File: src/rtl/y_alu_pipe.sv
// Two-stage pipelined ALU with valid/ready handshakes, result flags, sticky overflow and op counter.
// Optional barrel shifter (SLL/SRL/SRA) is built only when ALU_SHIFT_EN is defined.
module y_alu_pipe #(
  parameter int WIDTH = 32,
  parameter int CNT_W = 16
) (
  input  logic             clk,
  input  logic             rst_n,
  input  logic             in_valid,
  output logic             in_ready,
  input  logic [WIDTH-1:0] a,
  input  logic [WIDTH-1:0] b,
  input  logic [3:0]       op,
  output logic             out_valid,
  input  logic             out_ready,
  output logic [WIDTH-1:0] z,
  output logic             zero,
  output logic             ovf,
  output logic             illegal,
  output logic             ovf_sticky,
  input  logic             sticky_clr,
  output logic [CNT_W-1:0] op_count
);

  localparam int MSB = WIDTH - 1;

  localparam logic [3:0] OP_AND   = 4'b0000;
  localparam logic [3:0] OP_OR    = 4'b0001;
  localparam logic [3:0] OP_ADD   = 4'b0010;
  localparam logic [3:0] OP_SLT   = 4'b0011;
  localparam logic [3:0] OP_AND_L = 4'b0100;
  localparam logic [3:0] OP_OR_L  = 4'b0101;
  localparam logic [3:0] OP_SUB   = 4'b0110;
  localparam logic [3:0] OP_SLT_L = 4'b0111;
  localparam logic [3:0] OP_XOR   = 4'b1000;
  localparam logic [3:0] OP_NOR   = 4'b1001;
  localparam logic [3:0] OP_SLTU  = 4'b1011;
`ifdef ALU_SHIFT_EN
  localparam logic [3:0] OP_SLL   = 4'b1100;
  localparam logic [3:0] OP_SRL   = 4'b1101;
  localparam logic [3:0] OP_SRA   = 4'b1110;
  localparam int         SHW      = $clog2(WIDTH);
`endif

  logic             r_s1_valid;
  logic [WIDTH-1:0] r_s1_a;
  logic [WIDTH-1:0] r_s1_b;
  logic [3:0]       r_s1_op;

  logic             r_out_valid;
  logic [WIDTH-1:0] r_z;
  logic             r_zero;
  logic             r_ovf;
  logic             r_illegal;
  logic             r_ovf_sticky;
  logic [CNT_W-1:0] r_op_count;

  logic             w_adv;
  logic             w_out_fire;
  logic             w_sub;
  logic [WIDTH-1:0] w_b_eff;
  logic [WIDTH-1:0] w_addsub;
  logic             w_lt_u;
  logic             w_lt_s;
  logic [WIDTH-1:0] w_res;
  logic             w_ovf;
  logic             w_illegal;
`ifdef ALU_SHIFT_EN
  logic [SHW-1:0]   w_shamt;
`endif

  // Global stall: both stages move together whenever the output slot is free or draining.
  assign w_adv      = !r_out_valid || out_ready;
  assign in_ready   = w_adv && rst_n;
  assign w_out_fire = r_out_valid && out_ready;

  // One adder serves ADD and SUB; SUB adds the inverted operand plus one.
  assign w_sub    = (r_s1_op == OP_SUB);
  assign w_b_eff  = w_sub ? ~r_s1_b : r_s1_b;
  assign w_addsub = r_s1_a + w_b_eff + WIDTH'(w_sub);

  // Signed compare from sign bits: differing signs decide directly, equal signs reduce to unsigned.
  assign w_lt_u = (r_s1_a < r_s1_b);
  assign w_lt_s = (r_s1_a[MSB] != r_s1_b[MSB]) ? r_s1_a[MSB] : w_lt_u;

`ifdef ALU_SHIFT_EN
  assign w_shamt = r_s1_b[SHW-1:0];
`endif

  always_comb begin
    w_res     = '0;
    w_ovf     = 1'b0;
    w_illegal = 1'b0;
    case (r_s1_op)
      OP_AND, OP_AND_L: w_res = r_s1_a & r_s1_b;
      OP_OR,  OP_OR_L:  w_res = r_s1_a | r_s1_b;
      OP_ADD, OP_SUB: begin
        w_res = w_addsub;
        w_ovf = (r_s1_a[MSB] == w_b_eff[MSB]) && (w_addsub[MSB] != r_s1_a[MSB]);
      end
      OP_SLT, OP_SLT_L: w_res = {{(WIDTH-1){1'b0}}, w_lt_s};
      OP_XOR:           w_res = r_s1_a ^ r_s1_b;
      OP_NOR:           w_res = ~(r_s1_a | r_s1_b);
      OP_SLTU:          w_res = {{(WIDTH-1){1'b0}}, w_lt_u};
`ifdef ALU_SHIFT_EN
      OP_SLL:           w_res = r_s1_a << w_shamt;
      OP_SRL:           w_res = r_s1_a >> w_shamt;
      OP_SRA:           w_res = $signed(r_s1_a) >>> w_shamt;
`endif
      default:          w_illegal = 1'b1;
    endcase
  end

  always_ff @(posedge clk) begin
    if (w_adv) begin
      r_s1_a  <= a;
      r_s1_b  <= b;
      r_s1_op <= op;
    end
  end

  always_ff @(posedge clk) begin
    if (!rst_n) begin
      r_s1_valid  <= 1'b0;
      r_out_valid <= 1'b0;
      r_z         <= '0;
      r_zero      <= 1'b0;
      r_ovf       <= 1'b0;
      r_illegal   <= 1'b0;
    end else if (w_adv) begin
      r_s1_valid  <= in_valid;
      r_out_valid <= r_s1_valid;
      r_z         <= w_res;
      r_zero      <= (w_res == '0);
      r_ovf       <= w_ovf;
      r_illegal   <= w_illegal;
    end
  end

  // Setting takes priority over a simultaneous clear so no overflow event is ever lost.
  always_ff @(posedge clk) begin
    if (!rst_n) begin
      r_ovf_sticky <= 1'b0;
      r_op_count   <= '0;
    end else begin
      if (w_out_fire && r_ovf)
        r_ovf_sticky <= 1'b1;
      else if (sticky_clr)
        r_ovf_sticky <= 1'b0;
      if (w_out_fire && (r_op_count != {CNT_W{1'b1}}))
        r_op_count <= r_op_count + CNT_W'(1);
    end
  end

  assign out_valid  = r_out_valid;
  assign z          = r_z;
  assign zero       = r_zero;
  assign ovf        = r_ovf;
  assign illegal    = r_illegal;
  assign ovf_sticky = r_ovf_sticky;
  assign op_count   = r_op_count;

endmodule

File: config.mk
export PLATFORM = sky130hd
export DESIGN_NAME = y_alu_pipe
export DESIGN_NICKNAME = d
export VERILOG_FILES = /design/src/rtl/y_alu_pipe.sv
export SDC_FILE = /design/constraint.sdc
export NUM_CORES = 1
export LEC_CHECK = 0
export ABC_AREA = 0
export BUFFER_PORTS_ARGS = -buffer_cell sky130_fd_sc_hd__buf_2
export CORE_ASPECT_RATIO = 1.2
export CORE_MARGIN = 2
export CORE_UTILIZATION = 25
export CTS_BUF_LIST = sky130_fd_sc_hd__clkbuf_4 sky130_fd_sc_hd__clkbuf_8
export CTS_CLUSTER_SIZE = 12
export DETAILED_ROUTE_END_ITERATION = 8
export GPL_ROUTABILITY_DRIVEN = 0
export PLACE_DENSITY_LB_ADDON = 0.2
export SLEW_MARGIN = 20
export SYNTH_ARGS = -nofsm -noshare
export SYNTH_HDL_FRONTEND = slang
export SYNTH_SLANG_ARGS = --single-unit
File: constraint.sdc
create_clock -name clk -period 6.5 [get_ports clk]
set_input_delay 1.625 -clock clk [delete_from_list [all_inputs] [get_ports clk]]
set_output_delay 1.625 -clock clk [all_outputs]
set_load 0.01 [all_outputs]
==> results <==
- The tool flagged a number of max-cap violations equal to 0.
- At the worst endpoint, the arrival time is 5320 ps.
- Counting I/O delays and the setup requirement, the final critical path takes 4896 ps.
- TritonCTS created 17 clock buffers.
- The most used flip-flop cell after synthesis is edfxtp_1.
- Counting flops with a built-in enable in the synthesized netlist gives 68.
- Along the worst path, the maximum fanout reaches 24.
- The total power per unit cell area is 219.3 nW/um2.
- The initial cell density of the core is 0.2536.
- The maximum number of pins on one net before global-route repair is 69.
- The number of primary I/O pins is 127.
- For this run the aggregate overflow at the end of global routing stands at 0.
- The number of pins exceeding their max-slew limit in the final report is 0.
- The number of antenna violations at the first check in global routing came to 0.
- The quantity of I/O buffers inserted on ports is 126.
- The filler cells instantiated in the layout total 3,807.
- The maximum clock insertion buffer count is 2.
- The sequential fraction of the synthesis area is 0.3426.
- The count of unresolved DRC violations after routing is 0.
- The number of failing hold endpoints at the final stage came to 0.
- The share of the clock period used by the worst path after layout is 0.7533.
- Setup violations remaining at the end of the flow were counted as 0.
- In this run the horizontal extent of the chip is 178.3 um.
- The via total after detailed routing is 7,635.
- The global-route wire length before repair is 43,550 um.
- In this run the tightest slew margin relative to its limit is 0.3174.
- Clock latency on the worst-skew pair, taken at its later pin, is 510 ps.
- Clock tree synthesis selected as its root buffer the cell clkbuf_8.
- Synthesis instantiated 81 different standard cells from the library.
- The mean number of vias per cell is 4.820.
- In the final layout, the share of cells above drive strength 1 is 0.1855.
- The number of sinks driven by the clock tree is 122.
- The actual transition at the worst max-transition pin is 1011 ps.
- Total power for the finished layout comes to 2.349 mW.
- Buffers inserted to repair hold after CTS numbered 0.
- The worst hold path belongs to the class flip-flop to flip-flop.
- After synthesis, the share of flip-flops with an asynchronous set or reset is 0.
- The final cell area excluding filler cells is 10,710 um2.
- The count of TritonRoute iterations in the first routing pass is 5.
- Static timing analysis puts the maximum clock frequency at 204.2 MHz.
- The post-synthesis sequential element count is 122.
- The number of rows created at floorplan is 76.
- Compared with the post-synthesis result, the final layout area differs by 17.52%.
- The critical path is of the flip-flop to flip-flop type.
- Setup repair after global routing left no endpoint under its margin.
- Summed over all failing endpoints, the final setup total negative slack is 0 ps.
- Buffers added to address setup during post-CTS repair amount to 0.
- The number of antenna diodes in the final layout is 0.
- The clock tree synthesis step divided the H-tree into 4 levels.
- The type of element capturing the critical path is a flip-flop.
- Leaving out fill and tap cells, the most frequent cell in the layout is ha_1.
- The remaining antenna violation count after routing is 0.
- Counting every net in the synthesized netlist gives 1,195.
- The synthesized netlist occupies a cell area of 9115 um2.
- The critical path startpoint category is a flip-flop.
- The analysis attributes to cell leakage a power of 4.719 nW.
- The clock-pin transition on the worst setup and hold timing paths is 90 ps.
- The area fraction of the dominant cell type after synthesis is 0.2240.
- Summed over all nets, the half-perimeter wirelength after detailed placement is 21,960 um.
- TritonCTS built the clock tree.
- The core region is 35,940 um2.
- The number of instances in the synthesized netlist is 989.
- The total routing resource utilization after global routing is 0.1529.
- The post-cts repair resize count is 0.
- The library cell occupying the most area in the post-synthesis netlist is edfxtp_1.
- Wires add up to 28,620 um.
- The flow ran to the end, and the final reports show no timing, DRC or antenna violations.
- Summing all placed instances gives a cell area of 10,310 um2.
- For the worst setup path, the data required time is 6920 ps.
- The y dimension of the die is 213.2 um.
- VDD sags by at most 0.0001315 V.
- The count of warnings emitted by yosys is 0.
- Final hold analysis gives a worst-case slack of 454.9 ps.
- The via count of the first global-routing pass is 7,646.
- On the final layout, the worst clock skew is 27.94 ps.
- The die covers 38,010 um2.
- At the end of the flow, the number of nets in the layout was 1,309.
- Sorting the synthesized cells by area gives the leading types as edfxtp_1 22%, ha_1 18%, dfxtp_1 12%, a21oi_1 4.7%, xnor2_1 4.7%.
- After detailed routing, the average wire length per cell comes to 18.07 um.
- For this block, the initial DRC count from the detailed router was 375.
- Each instance of the synthesized netlist takes up on average 9.216 um2.
- Leaving out fill and tap cells, the most frequent cells in the layout are 132 x ha_1, 126 x buf_2, 100 x nor2_1.
[Yosys cell counts (6+ instances only)]
| cell | instances |
|---|---|
| a211oi_1 | 23 |
| a21o_1 | 8 |
| a21oi_1 | 86 |
| a221o_1 | 12 |
| a221oi_1 | 16 |
| a31oi_1 | 13 |
| and3_1 | 15 |
| buf_1 | 6 |
| buf_2 | 12 |
| clkbuf_1 | 25 |
| dfxtp_1 | 54 |
| edfxtp_1 | 68 |
| ha_1 | 132 |
| inv_1 | 84 |
| nand2_1 | 51 |
| nand2b_1 | 6 |
| nand3_1 | 7 |
| nand4_1 | 14 |
| nor2_1 | 100 |
| nor2b_1 | 9 |
| nor3_1 | 13 |
| nor4_1 | 9 |
| o211ai_1 | 11 |
| o21a_1 | 6 |
| o21ai_0 | 40 |
| or2_2 | 6 |
| or3_1 | 7 |
| xnor2_1 | 49 |
| xor2_1 | 17 |
[routing by layer]
layer | vias up | wire, um | GRT usage
met3 | 39 | 1556 | 0.03615
met5 | - | 0 | 0
met1 | 3596 | 12710 | 0.1876
met4 | 0 | 779 | 0.06364
li1 | 3807 | - | -
met2 | 193 | 13580 | 0.2559
[final cells by class]
class | count | area (um2) | share of cell area
Clock buffer | 18 | 247.7 | 0.02313
Clock inverter | 14 | 156.4 | 0.01460
Inverter | 86 | 325.3 | 0.03037
Multi-Input combinational cell | 738 | 5549 | 0.5180
Sequential cell | 122 | 3123 | 0.2916
Tap cell | 468 | 585.6 | 0.05467
Timing Repair Buffer | 138 | 724.4 | 0.06763
[per-stage QoR]
stage / utilization / std cells / setup slack (ps)
3_5_place_dp: 0.2868 / 1552 / 1563
3_3_place_gp: 0.2864 / 1551 / 1635
6_report: 0.2980 / 1584 / 1604
5_1_grt: 0.2980 / 1584 / 1175
2_1_floorplan: - / 989 / 2097
4_1_cts: 0.2980 / 1584 / 1522
[where the power goes]
| part | internal, mW | switching [mW] |
|---|---|---|
| Sequential | 0.870 | 0.0507 |
| Clock | 0.359 | 0.386 |
| Combinational | 0.275 | 0.408 |
[critical path: stages, from the launching register on]
cell and delay (ps):
edfxtp_1 690, nor4bb_4 400, buf_4 400, xnor2_1 200
ha_1 310, a21oi_1 280, o211ai_1 250, a21bo_2 280
o31ai_2 460, o311ai_0 420, and4b_1 370, nand4_1 90
nor4_1 290, nand4_1 160, o31ai_2 180
[flip-flops by register name, indices dropped and copies added (netlist names)]
name and count:
r_s1_b 32, ovf 1, z 32, op_count 16
r_s1_op 4, zero 1, r_s1_a 32, ovf_sticky 1
out_valid 1, r_s1_valid 1, illegal 1
[cells by family after synthesis]
kind of cell / after synthesis / share of synthesized area
and+or+nand+nor: 259 / 0.1403
adders and majority gates: 133 / 0.1834
DFF: 122 / 0.3426
AOI/OAI and AO/OA: 274 / 0.2074
buffers and inverters: 129 / 0.05477
muxes: 6 / 0.008099
xor gates and xnor gates: 66 / 0.06342
[final timing paths]
path | from | to | slack, ps | cells after the start
max | r_s1_op[1] | zero | 1600 | 14
min | r_s1_valid | r_s1_valid | 450 | 2
max reg2reg | r_s1_op[1] | zero | 1600 | 14
min reg2reg | r_s1_valid | r_s1_valid | 450 | 2
No activity file was read; power rests on OpenSTA's default activity.
